**src/rtl/packet_grant_scheduler_if.sv**
```systemverilog
`default_nettype none
// ============================================================================
// Module      : packet_grant_scheduler_if
// Description : Request/grant bundle between the per-port ingress FIFOs, the
//               packet grant scheduler and the write data mux.
// Revision    : 1.0 - initial release
// ============================================================================
interface packet_grant_scheduler_if #(
    parameter int NUM_OF_PORTS   = 16,
    parameter int PRIORITY_WIDTH = 3,
    parameter int SELECT_WIDTH   = 4
);
    logic                                   sp0_wrr1;
    logic [NUM_OF_PORTS-1:0]                ready;
    logic [NUM_OF_PORTS-1:0]                vld;
    logic [NUM_OF_PORTS-1:0]                eop;
    logic [NUM_OF_PORTS*PRIORITY_WIDTH-1:0] priority_in;
    logic [NUM_OF_PORTS-1:0]                grant;
    logic [SELECT_WIDTH-1:0]                select;
    logic                                   transfering;
    logic                                   busy;

    // Ingress side: drives requests and packet beats, observes the grant.
    modport master (
        output sp0_wrr1, ready, vld, eop, priority_in,
        input  grant, select, transfering, busy
    );

    // Scheduler side.
    modport slave (
        input  sp0_wrr1, ready, vld, eop, priority_in,
        output grant, select, transfering, busy
    );
endinterface
`default_nettype wire

```
**src/rtl/packet_grant_scheduler.sv**
```systemverilog
`default_nettype none
// ============================================================================
// Module      : packet_grant_scheduler
// Description : Packet-level grant scheduler for the SRAM write path. Picks
//               one requesting port by strict priority or weighted round
//               robin and holds the grant until that port's vld&eop.
// Revision    : 1.0 - initial release
// ============================================================================
module packet_grant_scheduler #(
    parameter int NUM_OF_PORTS   = 16,
    parameter int PRIORITY_WIDTH = 3,
    parameter int SELECT_WIDTH   = 4
) (
    input  wire logic               clk,
    input  wire logic               rst,
    packet_grant_scheduler_if.slave bus
);

    localparam int CRED_W = PRIORITY_WIDTH + 1;
    localparam int SUM_W  = SELECT_WIDTH + 1;

    typedef enum logic [1:0] {
        ST_IDLE = 2'd0,
        ST_ARB  = 2'd1,
        ST_XFER = 2'd2
    } state_t;

    state_t                  r_state_q;
    logic [NUM_OF_PORTS-1:0] r_grant_q;
    logic [SELECT_WIDTH-1:0] r_select_q;
    logic                    r_xfer_q;
    logic                    r_busy_q;
    logic                    r_mode_q;      // policy in force for the packet in flight
    logic [SELECT_WIDTH-1:0] r_rr_ptr_q;
    logic [CRED_W-1:0]       r_credit_q [NUM_OF_PORTS];

    logic [PRIORITY_WIDTH-1:0] w_prio       [NUM_OF_PORTS];
    logic [CRED_W-1:0]         w_reload     [NUM_OF_PORTS];
    logic [CRED_W-1:0]         w_eff_credit [NUM_OF_PORTS];

    logic                      w_any_ready;
    logic                      w_pkt_end;
    logic                      w_sp_found;
    logic [SELECT_WIDTH-1:0]   w_sp_idx;
    logic [PRIORITY_WIDTH-1:0] w_sp_best;
    logic                      w_need_reload;
    logic                      w_wrr_found;
    logic [SELECT_WIDTH-1:0]   w_wrr_idx;
    logic [SUM_W-1:0]          w_scan_sum;
    logic [SELECT_WIDTH-1:0]   w_scan_idx;
    logic [SELECT_WIDTH-1:0]   w_win_idx;
    logic [NUM_OF_PORTS-1:0]   w_win_onehot;
    logic [SELECT_WIDTH-1:0]   w_ptr_next;

    // Per-port priority field and the credit it reloads to (field + 1).
    for (genvar gi = 0; gi < NUM_OF_PORTS; gi++) begin : g_port
        assign w_prio[gi]   = bus.priority_in[gi*PRIORITY_WIDTH +: PRIORITY_WIDTH];
        assign w_reload[gi] = {1'b0, w_prio[gi]} + CRED_W'(1);
    end

    assign w_any_ready  = |bus.ready;
    assign w_pkt_end    = bus.vld[r_select_q] & bus.eop[r_select_q];
    assign w_win_idx    = bus.sp0_wrr1 ? w_wrr_idx : w_sp_idx;
    assign w_win_onehot = {{(NUM_OF_PORTS-1){1'b0}}, 1'b1} << w_win_idx;
    assign w_ptr_next   = (r_select_q == SELECT_WIDTH'(NUM_OF_PORTS-1))
                          ? '0 : r_select_q + SELECT_WIDTH'(1);

    // Strict priority: highest field wins, strict '>' keeps the lowest index on ties.
    always_comb begin
        w_sp_found = 1'b0;
        w_sp_idx   = '0;
        w_sp_best  = '0;
        for (int i = 0; i < NUM_OF_PORTS; i++) begin
            if (bus.ready[i] && (!w_sp_found || (w_prio[i] > w_sp_best))) begin
                w_sp_found = 1'b1;
                w_sp_idx   = SELECT_WIDTH'(i);
                w_sp_best  = w_prio[i];
            end
        end
    end

    // WRR: reload in place when no requester has credit, then scan from rr_ptr.
    always_comb begin
        w_need_reload = 1'b1;
        for (int i = 0; i < NUM_OF_PORTS; i++) begin
            if (bus.ready[i] && (r_credit_q[i] != '0)) begin
                w_need_reload = 1'b0;
            end
        end
        for (int i = 0; i < NUM_OF_PORTS; i++) begin
            w_eff_credit[i] = w_need_reload ? w_reload[i] : r_credit_q[i];
        end
        w_wrr_found = 1'b0;
        w_wrr_idx   = '0;
        w_scan_sum  = '0;
        w_scan_idx  = '0;
        for (int k = 0; k < NUM_OF_PORTS; k++) begin
            w_scan_sum = {1'b0, r_rr_ptr_q} + SUM_W'(k);
            if (w_scan_sum >= SUM_W'(NUM_OF_PORTS)) begin
                w_scan_sum = w_scan_sum - SUM_W'(NUM_OF_PORTS);
            end
            w_scan_idx = w_scan_sum[SELECT_WIDTH-1:0];
            if (!w_wrr_found && bus.ready[w_scan_idx] && (w_eff_credit[w_scan_idx] != '0)) begin
                w_wrr_found = 1'b1;
                w_wrr_idx   = w_scan_idx;
            end
        end
    end

    // Control FSM with registered grant/select/status outputs.
    always_ff @(posedge clk) begin
        if (rst) begin
            r_state_q  <= ST_IDLE;
            r_grant_q  <= '0;
            r_select_q <= '0;
            r_xfer_q   <= 1'b0;
            r_busy_q   <= 1'b0;
            r_mode_q   <= 1'b0;
        end else begin
            case (r_state_q)
                ST_IDLE: begin
                    if (w_any_ready) begin
                        r_state_q <= ST_ARB;
                        r_busy_q  <= 1'b1;
                    end
                end
                ST_ARB: begin
                    if (w_any_ready) begin
                        r_state_q  <= ST_XFER;
                        r_grant_q  <= w_win_onehot;
                        r_select_q <= w_win_idx;
                        r_xfer_q   <= 1'b1;
                        r_mode_q   <= bus.sp0_wrr1;
                    end else begin
                        r_state_q <= ST_IDLE;
                        r_busy_q  <= 1'b0;
                    end
                end
                ST_XFER: begin
                    if (w_pkt_end) begin
                        r_state_q <= ST_IDLE;
                        r_grant_q <= '0;
                        r_xfer_q  <= 1'b0;
                        r_busy_q  <= 1'b0;
                    end
                end
                default: begin
                    r_state_q <= ST_IDLE;
                    r_grant_q <= '0;
                    r_xfer_q  <= 1'b0;
                    r_busy_q  <= 1'b0;
                end
            endcase
        end
    end

    // WRR bookkeeping: reload on starved arbitration, spend one credit per packet.
    always_ff @(posedge clk) begin
        if (rst) begin
            for (int i = 0; i < NUM_OF_PORTS; i++) begin
                r_credit_q[i] <= '0;
            end
            r_rr_ptr_q <= '0;
        end else if ((r_state_q == ST_ARB) && bus.sp0_wrr1 && w_any_ready && w_need_reload) begin
            for (int i = 0; i < NUM_OF_PORTS; i++) begin
                r_credit_q[i] <= w_reload[i];
            end
        end else if ((r_state_q == ST_XFER) && w_pkt_end && r_mode_q) begin
            if (r_credit_q[r_select_q] != '0) begin
                r_credit_q[r_select_q] <= r_credit_q[r_select_q] - CRED_W'(1);
            end
            // Last credit spent: precedence moves to the next port.
            if (r_credit_q[r_select_q] == CRED_W'(1)) begin
                r_rr_ptr_q <= w_ptr_next;
            end
        end
    end

    assign bus.grant       = r_grant_q;
    assign bus.select      = r_select_q;
    assign bus.transfering = r_xfer_q;
    assign bus.busy        = r_busy_q;

endmodule
`default_nettype wire
```
**src/flat_wrapper.sv**
```systemverilog
// flat-port wrapper written by rule: the top's interface ports become plain ports
module packet_grant_scheduler_flat 
#(
    parameter int NUM_OF_PORTS   = 16,
    parameter int PRIORITY_WIDTH = 3,
    parameter int SELECT_WIDTH   = 4
)
  (clk, rst, bus_sp0_wrr1, bus_ready, bus_vld, bus_eop, bus_priority_in, bus_grant, bus_select, bus_transfering, bus_busy);
  packet_grant_scheduler_if #(.NUM_OF_PORTS(NUM_OF_PORTS), .PRIORITY_WIDTH(PRIORITY_WIDTH), .SELECT_WIDTH(SELECT_WIDTH)) bus_i ();
  input  wire logic clk;
  input  wire logic rst;
  input wire logic [$bits(bus_i.sp0_wrr1)-1:0] bus_sp0_wrr1;
  input wire logic [$bits(bus_i.ready)-1:0] bus_ready;
  input wire logic [$bits(bus_i.vld)-1:0] bus_vld;
  input wire logic [$bits(bus_i.eop)-1:0] bus_eop;
  input wire logic [$bits(bus_i.priority_in)-1:0] bus_priority_in;
  output wire logic [$bits(bus_i.grant)-1:0] bus_grant;
  output wire logic [$bits(bus_i.select)-1:0] bus_select;
  output wire logic [$bits(bus_i.transfering)-1:0] bus_transfering;
  output wire logic [$bits(bus_i.busy)-1:0] bus_busy;
  assign bus_i.sp0_wrr1 = bus_sp0_wrr1;
  assign bus_i.ready = bus_ready;
  assign bus_i.vld = bus_vld;
  assign bus_i.eop = bus_eop;
  assign bus_i.priority_in = bus_priority_in;
  assign bus_grant = bus_i.grant;
  assign bus_select = bus_i.select;
  assign bus_transfering = bus_i.transfering;
  assign bus_busy = bus_i.busy;
  packet_grant_scheduler #(.NUM_OF_PORTS(NUM_OF_PORTS), .PRIORITY_WIDTH(PRIORITY_WIDTH), .SELECT_WIDTH(SELECT_WIDTH)) u_core (.clk(clk), .rst(rst), .bus(bus_i));
endmodule
```
**config.mk**
```make
export PLATFORM = sky130hd
export DESIGN_NAME = packet_grant_scheduler_flat
export DESIGN_NICKNAME = d
export VERILOG_FILES = /design/src/rtl/packet_grant_scheduler_if.sv /design/src/rtl/packet_grant_scheduler.sv /design/src/flat_wrapper.sv
export SDC_FILE = /design/constraint.sdc
export NUM_CORES = 1
export LEC_CHECK = 0
export ABC_CLOCK_PERIOD_IN_PS = 34200
export CORE_MARGIN = 3
export CORE_UTILIZATION = 30
export CTS_CLUSTER_SIZE = 25
export DETAILED_ROUTE_END_ITERATION = 6
export GPL_ROUTABILITY_DRIVEN = 1
export PLACE_DENSITY = 0.47
export SLEW_MARGIN = 20
export SYNTH_ARGS = -nofsm -noshare
export SYNTH_HDL_FRONTEND = slang
export SYNTH_SLANG_ARGS = --single-unit
```
**constraint.sdc**
```tcl
create_clock -name clk -period 34.2 [get_ports clk]
set_clock_uncertainty 0.1 [all_clocks]
set_input_delay 6.84 -clock clk [delete_from_list [all_inputs] [get_ports clk]]
set_output_delay 6.84 -clock clk [all_outputs]
set_load 0.01 [all_outputs]
```
=== After elaboration in Yosys (flattened, before gate mapping) ===
Memories as Yosys holds them, arrays and structs flattened. A register that Yosys moved wholly into a read port is not among the register bits.
Index checks and enable logic that the tools add are counted.

* Bits in writable memories: 64
* Register bits: 29
* Word-level logic and storage cells: 571
* Output and inout bits: 22
* Memories kept: 1

* Eq/ne operators: 8
* Muxes and demuxes: 253
* $add $sub $neg: 49
* Bitwise logic cells: 35
* Order comparisons: 64
* Shifts and indexed selects: 1
* Reduce and logical (&&, ||, !) cells: 153

{| class="wikitable"
|+ Memories
! name !! words !! bits a word !! read ports !! clocked after memory_dff !! wr ports !! line !! text
|-
| u_core.r_credit_q || 16 || 4 || 17 || 1 || 16 || packet_grant_scheduler.sv:35 || <nowiki>logic [CRED_W-1:0] r_credit_q [NUM_OF_PORTS];</nowiki>
|}

{| class="wikitable"
|+ Operators with widths
! kind !! count
|-
| 4-bit 2-to-1 mux || 110
|-
| 4-bit binary-select mux with 4-bit select || 16
|-
| 5-bit >= comparator, second input constant || 31
|-
| 4-bit nonzero test || 33
|-
| 4-bit by 5-bit < comparator with 1-bit output, second input constant || 17
|-
| 4-bit inverter with 5-bit output || 16
|-
| 1-bit 2-to-1 mux || 79
|-
| 1-bit binary-select mux with 4-bit select || 18
|-
| 4-bit by 1-bit subtractor with 4-bit output, second input constant || 17
|-
| 1-bit logical AND || 67
|-
| 3-bit by 1-bit adder with 4-bit output, second input constant || 16
|-
| 3-bit 2-to-1 mux || 19
|-
| 16-bit one-hot mux with 3 select lines || 1
|-
| 3-bit > comparator || 15
|-
| 4-bit by 4-bit adder with 5-bit output, second input constant || 8
|-
| 16-bit 2-to-1 mux || 2
|-
| 1-bit zero test || 30
|-
| 4-bit by 3-bit adder with 5-bit output, second input constant || 4
|-
| 1-bit OR || 16
|-
| 16-bit OR reduction || 1
|-
| 1-bit by 4-bit left shift with 16-bit output, first input constant || 1
|-
| 1-bit logical OR || 15
|-
| 4-bit by 2-bit adder with 5-bit output, second input constant || 2
|-
| 2-bit 2-to-1 mux || 5
|-
| 17 further kinds || 24
|}

=== Depth between registers and ports, before layout ===
Gate-level depths: netlist of the first run.
An unclocked memory read counts as a cell.

* Depth in word-level cells: 90
* Gate-level depth with buffers: 120
* Depth with buffers taken out: 117

=== Worst setup path before layout of the first run ===
No wires, ideal clock.

* Path type: in2reg
* From: input port bus_ready[0]
* To: register u_core.r_grant_q[5], in the netlist u_core.bus.grant[5]
* Data required time: 34.015 ns
* Cell stages on the path: 105
* Path slack: 7.197 ns
* Arrival time: 26.817 ns
* Cell sequence: clkbuf_1 -> and2_1 -> inv_1 -> ha_1 -> or2_2 -> o311ai_0 -> a21oi_1 -> a22o_1 -> inv_1 -> ha_1 -> a211oi_1 -> a2bb2oi_1 -> nor2_1 -> o21ai_0 -> ha_1 -> nor2b_1 -> o21ai_0 -> a32oi_1 -> [69 not listed] -> a21o_1 -> a21oi_1 -> a31oi_1 -> o21ai_0 -> nand2_1 -> o22ai_1 -> ha_1 -> nor2b_1 -> o21a_1 -> o21ai_0 -> o31ai_1 -> a21oi_1 -> and2_1 -> nand3_1 -> o22a_1 -> or2_2 -> clkbuf_1 -> o31ai_2

* Word-level cells in the longest chain between the ends: 88
* Elaborated cells on any way between the ends: 318
* Those cells by class: 15 x order compare; 1 x eq/ne; 1 x shift; 191 x mux; 110 x reduce/logical

{| class="wikitable"
|+ RTL lines
! item !! line !! text
|-
| start: declaration || flat_wrapper.sv:13 || <nowiki>input wire logic [$bits(bus_i.ready)-1:0] bus_ready;</nowiki>
|-
| parallel branches: the longest is 88 deep, another holds 3-bit > comparator || n/a ||
|-
| end signal: assignment || packet_grant_scheduler.sv:130 || <nowiki>r_grant_q <= w_win_onehot;</nowiki>
|-
| end: declaration || packet_grant_scheduler.sv:29 || <nowiki>logic [NUM_OF_PORTS-1:0] r_grant_q;</nowiki>
|}

Parallel ways; which one is timed is not known. The select of a mux whose other input is x is not followed.
A chain may end at the register's enable or synchronous reset.

=== Worst setup path in the final report of the first run ===
* From: input port bus_ready[0]
* To: register u_core.r_grant_q[2], in the netlist u_core.bus.grant[2]

Same word-level chain as after synthesis.

==> results of run 1 <==
-- cell usage after synthesis, types with 13 or more instances --
library cell / number
xnor2_1: 26
and2_1: 17
a211oi_1: 18
mux2i_1: 28
nand4_1: 21
mux4_2: 52
o22ai_1: 26
nor4_1: 30
mux2_2: 18
nand3b_1: 14
nor2b_1: 27
or2_2: 13
a21oi_1: 64
o41ai_1: 15
dfxtp_1: 33
o31ai_1: 25
nor2_1: 94
inv_1: 70
nand2b_1: 18
nor3_1: 20
nand2_1: 166
nand3_1: 30
a31oi_1: 14
o21ai_0: 99
edfxtp_1: 64
clkbuf_1: 67
ha_1: 67
o211ai_1: 25
-- report_power, final --
part / total, uW / leakage, uW / switching, uW / internal (uW)
logic: 294 / 0.00364 / 177 / 117
clock network: 104 / 0.000141 / 53.0 / 51.0
registers: 143 / 0.000928 / 10.8 / 132
-- per-layer routing --
metal / routed length, um / vias to the layer above / global-route usage (%) / share of wire (%)
met5: 0 / - / 0 / 0
met1: 20100 / 5645 / 30.1 / 46
met4: 843 / 0 / 4.77 / 1.9
met3: 2430 / 35 / 1.77 / 5.5
li1: - / 5398 / - / -
met2: 20600 / 404 / 35.0 / 47
-- layout make-up --
class,instances,area [um^2]
sequential,97,2580
multi-input combinational,1113,8220
clock inverter,7,58.8
clock buffer,9,225
inverter,72,270
timing repair buffer,138,1340
fill,3909,23600
tap,504,631
-- state kept, by name, indices dropped and copies added, names as in the netlist, named ones only --
register and cells:
u_core.bus.busy 1, u_core.bus.grant 16, u_core.bus.select 4, u_core.bus.transfering 1, u_core.r_credit_q 64, u_core.r_mode_q 1, u_core.r_rr_ptr_q 4, u_core.r_state_q 2
-- worst paths after layout --
path,startpoint,end,slack [ns],cells past startpoint
setup / recovery,bus_ready[0],u_core.bus.grant[2]$_SDFFE_PP0P_,4.24,103
setup reg to reg,u_core.r_credit_q[13][1]$_DFFE_PP_,flop,27.25,14
hold reg to reg,u_core.bus.grant[7]$_SDFFE_PP0P_,u_core.bus.grant[7]$_SDFFE_PP0P_,0.36,2
hold / removal,u_core.bus.grant[7]$_SDFFE_PP0P_,u_core.bus.grant[7]$_SDFFE_PP0P_,0.36,2
-- critical path: cells and delay by family --
kind | cells | cell delay [ns]
buffers and inverters | 7 | 1.28
muxes | 7 | 2.63
adders and majority gates | 15 | 4.13
and+or+nand+nor | 16 | 3.35
AOI/OAI and AO/OA | 58 | 11.87
-- cell families (layout without fill, tap and decap cells) --
group           Yosys count  in the layout  share of synthesized area, %
xor+xnor                 29             29                          2.23
simple gates            497            497                          22.2
compound gates          421            421                          25.8
mux                      99             99                          14.7
flops                    97             97                          22.7
buf+inv                 152            226                          5.08
fa+ha+maj                67             67                          7.37
-- per-stage QoR --
stage / std cells / utilization [%] / power [uW]
after floorplan: 1362 / - / 335
after global placement: 1924 / 35.3 / 434
after global routing: 1940 / 36.1 / 577
after detailed placement: 1924 / 35.3 / 437
final: 1940 / 36.1 / 541
after CTS: 1940 / 36.1 / 540
==> impl_results.md, run 1 <==
- Cell Area, Synth: between 0.01 and 0.015 mm^2
- Layout area overhead: 17.2%
- Number of synthesized flops with an enable pin: 64
- Post_cts resized: 0
- Via count: 11500
- Initial core utilization: a little under a third
- Clock tree sinks: 97
- Fmax achieved: 33.4 MHz
- Synthesized flop and latch total: slightly below 100
- Ys async rst share: 0%
- Worst slew margin: 21.0%
- Die ar.: 0.0403 mm^2
- Most frequent cells in the layout: nand2_1, clkdlybuf4s50_1, o21ai_0
- Post-DP HPWL: 34100 um
- Post-DRT Antenna Nets: 0
- Die height: about 200 um
- RSZ-0062 raised after global routing: no
- Setup bufs post-CTS: 0
- Layout Nets: 1597
- CP Class: in2reg
- Vias in the first global route: around 11000
- Post-synth top area cell: edfxtp_1
- Seq/Total Area, Yosys: 22.7%
- Worst-Margin Slew: 1.15 ns
- Endpoints failing setup: 0
- Gpl congestion: 0.926
- Critical Path Fanout Max: 11
- Mean post-synth cell area: roughly 8.3 um^2
- Max stage delay on crit path: 0.68 ns
- Mapped Nets: 1528
- Leak: 0.00471 uW
- MaxCap Viol Count: 0
- CP Launch Type: input port
- Share of layout cells above drive strength 1: around a tenth
- CTS buffer count: 9
- Leading cell type in the layout, fill and taps excluded: nand2_1
- Minimum clock period: approximately 30 ns
- Number of remaining DRC errors: 0
- Worst skew pair latency: ~0.36 ns
- Count of cell types in the netlist: 97
- Post-layout instance area: 0.0133 mm^2
- Clk slew on worst S/H paths: 0.08 ns
- Maximum VDD drop: 0.0240 mV
- PwrDens: 40.6 mW/mm^2
- WL/cell: 22.7 um
- CTS H-tree depth: 3
- Final Hold Viols: 0
- Synth warn: 0
- Total routed wirelength: 44000 um
- Data required, critical path: ~34 ns
- Clock tree root driver cell: clkbuf_16
- Most frequent CP cell: a21oi_1
- Hold_buf cts: 0
- Hold slack final: 0.356 ns
- Crit end category: flop
- Gr ovfl total: 0
- Clock Tree Buf Depth: 2
- Outcome: completed
- Fin Setup TNS: 0 ns
- Cells after Synth: between 1000 and 1500
- Row count: 70
- Pins Over Slew Limit: 0
- Post-synth top area share: 16.9%
- Slack of the critical path: 4.24 ns
- Initial antenna violation count: 0
- I/O Buffers: 120
- Overall Global Routing Usage: 21.2%
- Ports: 121
- First-pass GRT wire length: 67400 um
- CP max stage cell: clkdlybuf4s50_1
- Largest net degree at the start of global routing: 47
- Post-place instance area: 0.0130 mm^2
- Main synth FF type: edfxtp_1
- Drt via density: 5.92
- DR pass1 iterations: 5
- Hold crit path type: reg2reg
- Top area cells in the synthesized netlist: edfxtp_1, mux4_2, ha_1
- Core area: roughly 0.037 mm^2
- Antenna Cells: 0
- Place WS: 4.03 ns
- TritonCTS clock tree: done
- DIE WIDTH: about 200 um
- DRT iter0 DRCs: about 1000
- Final Cycle Share: 87.6%
- WP data arrival: 30.13 ns
No activity file was read; power rests on OpenSTA's default activity.
==> run 2, diff against run 1 <==
--- a/config.mk
+++ b/config.mk
@@ -8,6 +8,7 @@
 export ABC_CLOCK_PERIOD_IN_PS = 34200
 export CORE_MARGIN = 3
 export CORE_UTILIZATION = 30
+export CTS_CLUSTER_DIAMETER = 100
 export CTS_CLUSTER_SIZE = 25
 export DETAILED_ROUTE_END_ITERATION = 6
 export GPL_ROUTABILITY_DRIVEN = 1
==> results of run 2 <==
No change in the layout: final DEF, timing and power equal those of run 1.
==> run 3, diff against run 2 <==
--- a/config.mk
+++ b/config.mk
@@ -13,7 +13,7 @@
 export DETAILED_ROUTE_END_ITERATION = 6
 export GPL_ROUTABILITY_DRIVEN = 1
 export PLACE_DENSITY = 0.47
-export SLEW_MARGIN = 20
+export SLEW_MARGIN = 40
 export SYNTH_ARGS = -nofsm -noshare
 export SYNTH_HDL_FRONTEND = slang
 export SYNTH_SLANG_ARGS = --single-unit
==> impl_results.md, run 3 (synthesis results as in run 1) <==
- Leak: 0.00474 uW (was 0.00471 uW)
- Final Cycle Share: 87.5% (was 87.6%)
- Antenna Cells: 0 (unchanged)
- Overall Global Routing Usage: 21.3% (was 21.2%)
- Endpoints failing setup: 0 (unchanged)
- Post_cts resized: 0 (unchanged)
- CTS buffer count: 9 (unchanged)
- Total routed wirelength: 44400 um (was 44000 um)
- Via count: 11500 (about the same)
- Layout Nets: 1597 (unchanged)
- Crit end category: flop (unchanged)
- Hold_buf cts: 0 (unchanged)
- WL/cell: 22.9 um (was 22.7 um)
- DRT iter0 DRCs: 1058 (was 1010)
- Ports: 121 (unchanged)
- Hold slack final: 0.358 ns (was 0.356 ns)
- Row count: 70 (unchanged)
- PwrDens: 40.6 mW/mm^2 (about the same)
- Initial antenna violation count: 0 (unchanged)
- Pins Over Slew Limit: 0 (unchanged)
- Core area: 0.0370 mm^2 (unchanged)
- DR pass1 iterations: 5 (unchanged)
- Setup bufs post-CTS: 0 (unchanged)
- Worst slew margin: 36.8% (was 21.0%)
- Max stage delay on crit path: 0.71 ns (was 0.68 ns)
- Most frequent cells in the layout: nand2_1, clkdlybuf4s50_1, o21ai_0 (unchanged)
- CTS H-tree depth: 3 (unchanged)
- Minimum clock period: 29.94 ns (was 29.96 ns)
- Critical Path Fanout Max: 11 (unchanged)
- RSZ-0062 raised after global routing: no (unchanged)
- First-pass GRT wire length: 67400 um (about the same)
- Top reg by flops: u_core.r_credit_q (unchanged)
- WP data arrival: 30.11 ns (was 30.13 ns)
- Fmax achieved: 33.4 MHz (about the same)
- Worst-Margin Slew: 0.942 ns (was 1.15 ns)
- Largest net degree at the start of global routing: 47 (unchanged)
- Final Hold Viols: 0 (unchanged)
- Maximum VDD drop: 0.0257 mV (was 0.0240 mV)
- CP Launch Type: input port (unchanged)
- Data required, critical path: 34.37 ns (about the same)
- Max reg flops: 64 (unchanged)
- DIE WIDTH: 201 um (unchanged)
- Fin Setup TNS: 0 ns (unchanged)
- Clk slew on worst S/H paths: 0.08 ns (about the same)
- CP Class: in2reg (unchanged)
- Post-layout instance area: 0.0134 mm^2 (was 0.0133 mm^2)
- Worst skew pair latency: 0.36 ns (about the same)
- CP max stage cell: clkdlybuf4s50_1 (unchanged)
- Fill cells: 3892 (was 3909)
- TritonCTS clock tree: done (unchanged)
- Share of layout cells above drive strength 1: 11.1% (was 10.1%)
- Initial core utilization: 30.8% (unchanged)
- Vias in the first global route: 11000 (was 10800)
- Outcome: completed (unchanged)
- Most frequent CP cell: a21oi_1 (unchanged)
- Number of remaining DRC errors: 0 (unchanged)
- Clock tree sinks: 97 (unchanged)
- Die height: 201 um (unchanged)
- Clock tree root driver cell: clkbuf_16 (unchanged)
- Layout area overhead: 17.9% (was 17.2%)
- Clock Tree Buf Depth: 2 (unchanged)
- MaxCap Viol Count: 0 (unchanged)
- Post-DP HPWL: 34100 um (about the same)
- Die ar.: 0.0403 mm^2 (unchanged)
- Leading cell type in the layout, fill and taps excluded: nand2_1 (unchanged)
- Post-place instance area: 0.0131 mm^2 (was 0.0130 mm^2)
- Gr ovfl total: 0 (unchanged)
- Gpl congestion: 0.926 (unchanged)
- I/O Buffers: 120 (unchanged)
- Drt via density: 5.91 (was 5.92)
- Hold crit path type: reg2reg (unchanged)
- Post-DRT Antenna Nets: 0 (unchanged)
==> run 3: changes by cell type in the layout (fill, tap and decap cells not counted), moves of 2 or more <==
cell,before,now
nor3_1,20,18
nor3_2,1,3
nor4_1,29,27
nor4_2,3,5
o41ai_1,15,10
o41ai_2,0,5
==> run 3: area by class of cell <==
| type | count | area, um^2 | area share, % |
|---|---|---|---|
| multi-input cells | 1113 | 8300 | 61.9 |
| flip-flops and latches | 97 | 2580 | 19.3 |
| repair buffers | 138 | 1340 | 9.97 |
| well taps | 504 | 631 | 4.70 |
| inverters | 72 | 270 | 2.02 |
| clock buffers | 9 | 225 | 1.68 |
| clock inverters | 7 | 58.8 | 0.439 |
==> run 3: worst paths after layout <==
path	slack (ns)	cells past startpoint	endpoint	startpoint
worst min register to register	0.36	2	u_core.bus.grant[7]$_SDFFE_PP0P_	u_core.bus.grant[7]$_SDFFE_PP0P_
worst min-delay path	0.36	2	u_core.bus.grant[7]$_SDFFE_PP0P_	u_core.bus.grant[7]$_SDFFE_PP0P_
worst max register to register	27.60	14	u_core.bus.select[1]$_SDFFE_PP0P_	u_core.r_credit_q[10][0]$_DFFE_PP_
worst max-delay path	4.26	103	u_core.bus.grant[2]$_SDFFE_PP0P_	bus_ready[0]
==> run 3: worst max-delay path, delay by kind of cell <==
| family | cells | cell delay, ns |
|---|---|---|
| compound gates | 58 | 11.79 |
| simple gates | 16 | 3.36 |
| buf+inv | 7 | 1.33 |
| fa+ha+maj | 15 | 4.14 |
| mux | 7 | 2.64 |
==> run 3: metal layers <==
layer / GRT usage, % / part of all wire [%] / vias to the layer above
li1: - / - / 5393
met1: 29.1 / 45 / 5596
met2: 34.4 / 46 / 421
met3: 3.10 / 6.2 / 54
met4: 7.23 / 3.2 / 0
met5: 0 / 0 / -
==> run 3: per-stage QoR <==
step                setup slack, ns  std cells  power, uW  util [%]
finish                         4.26       1940        545      36.3
global placement               4.87       1924        434      35.3
global route                   1.85       1940        582      36.3
floorplan                      7.20       1362        335         -
detailed placement             4.04       1924        438      35.4
CTS                            4.36       1940        541      36.2
==> run 3: where the power goes <==
group | internal (uW) | total, uW | switching (uW)
Clock | 51.0 | 103 | 52.3
Combinational | 118 | 298 | 180
Sequential | 132 | 143 | 10.8
Total | 301 | 545 | 243
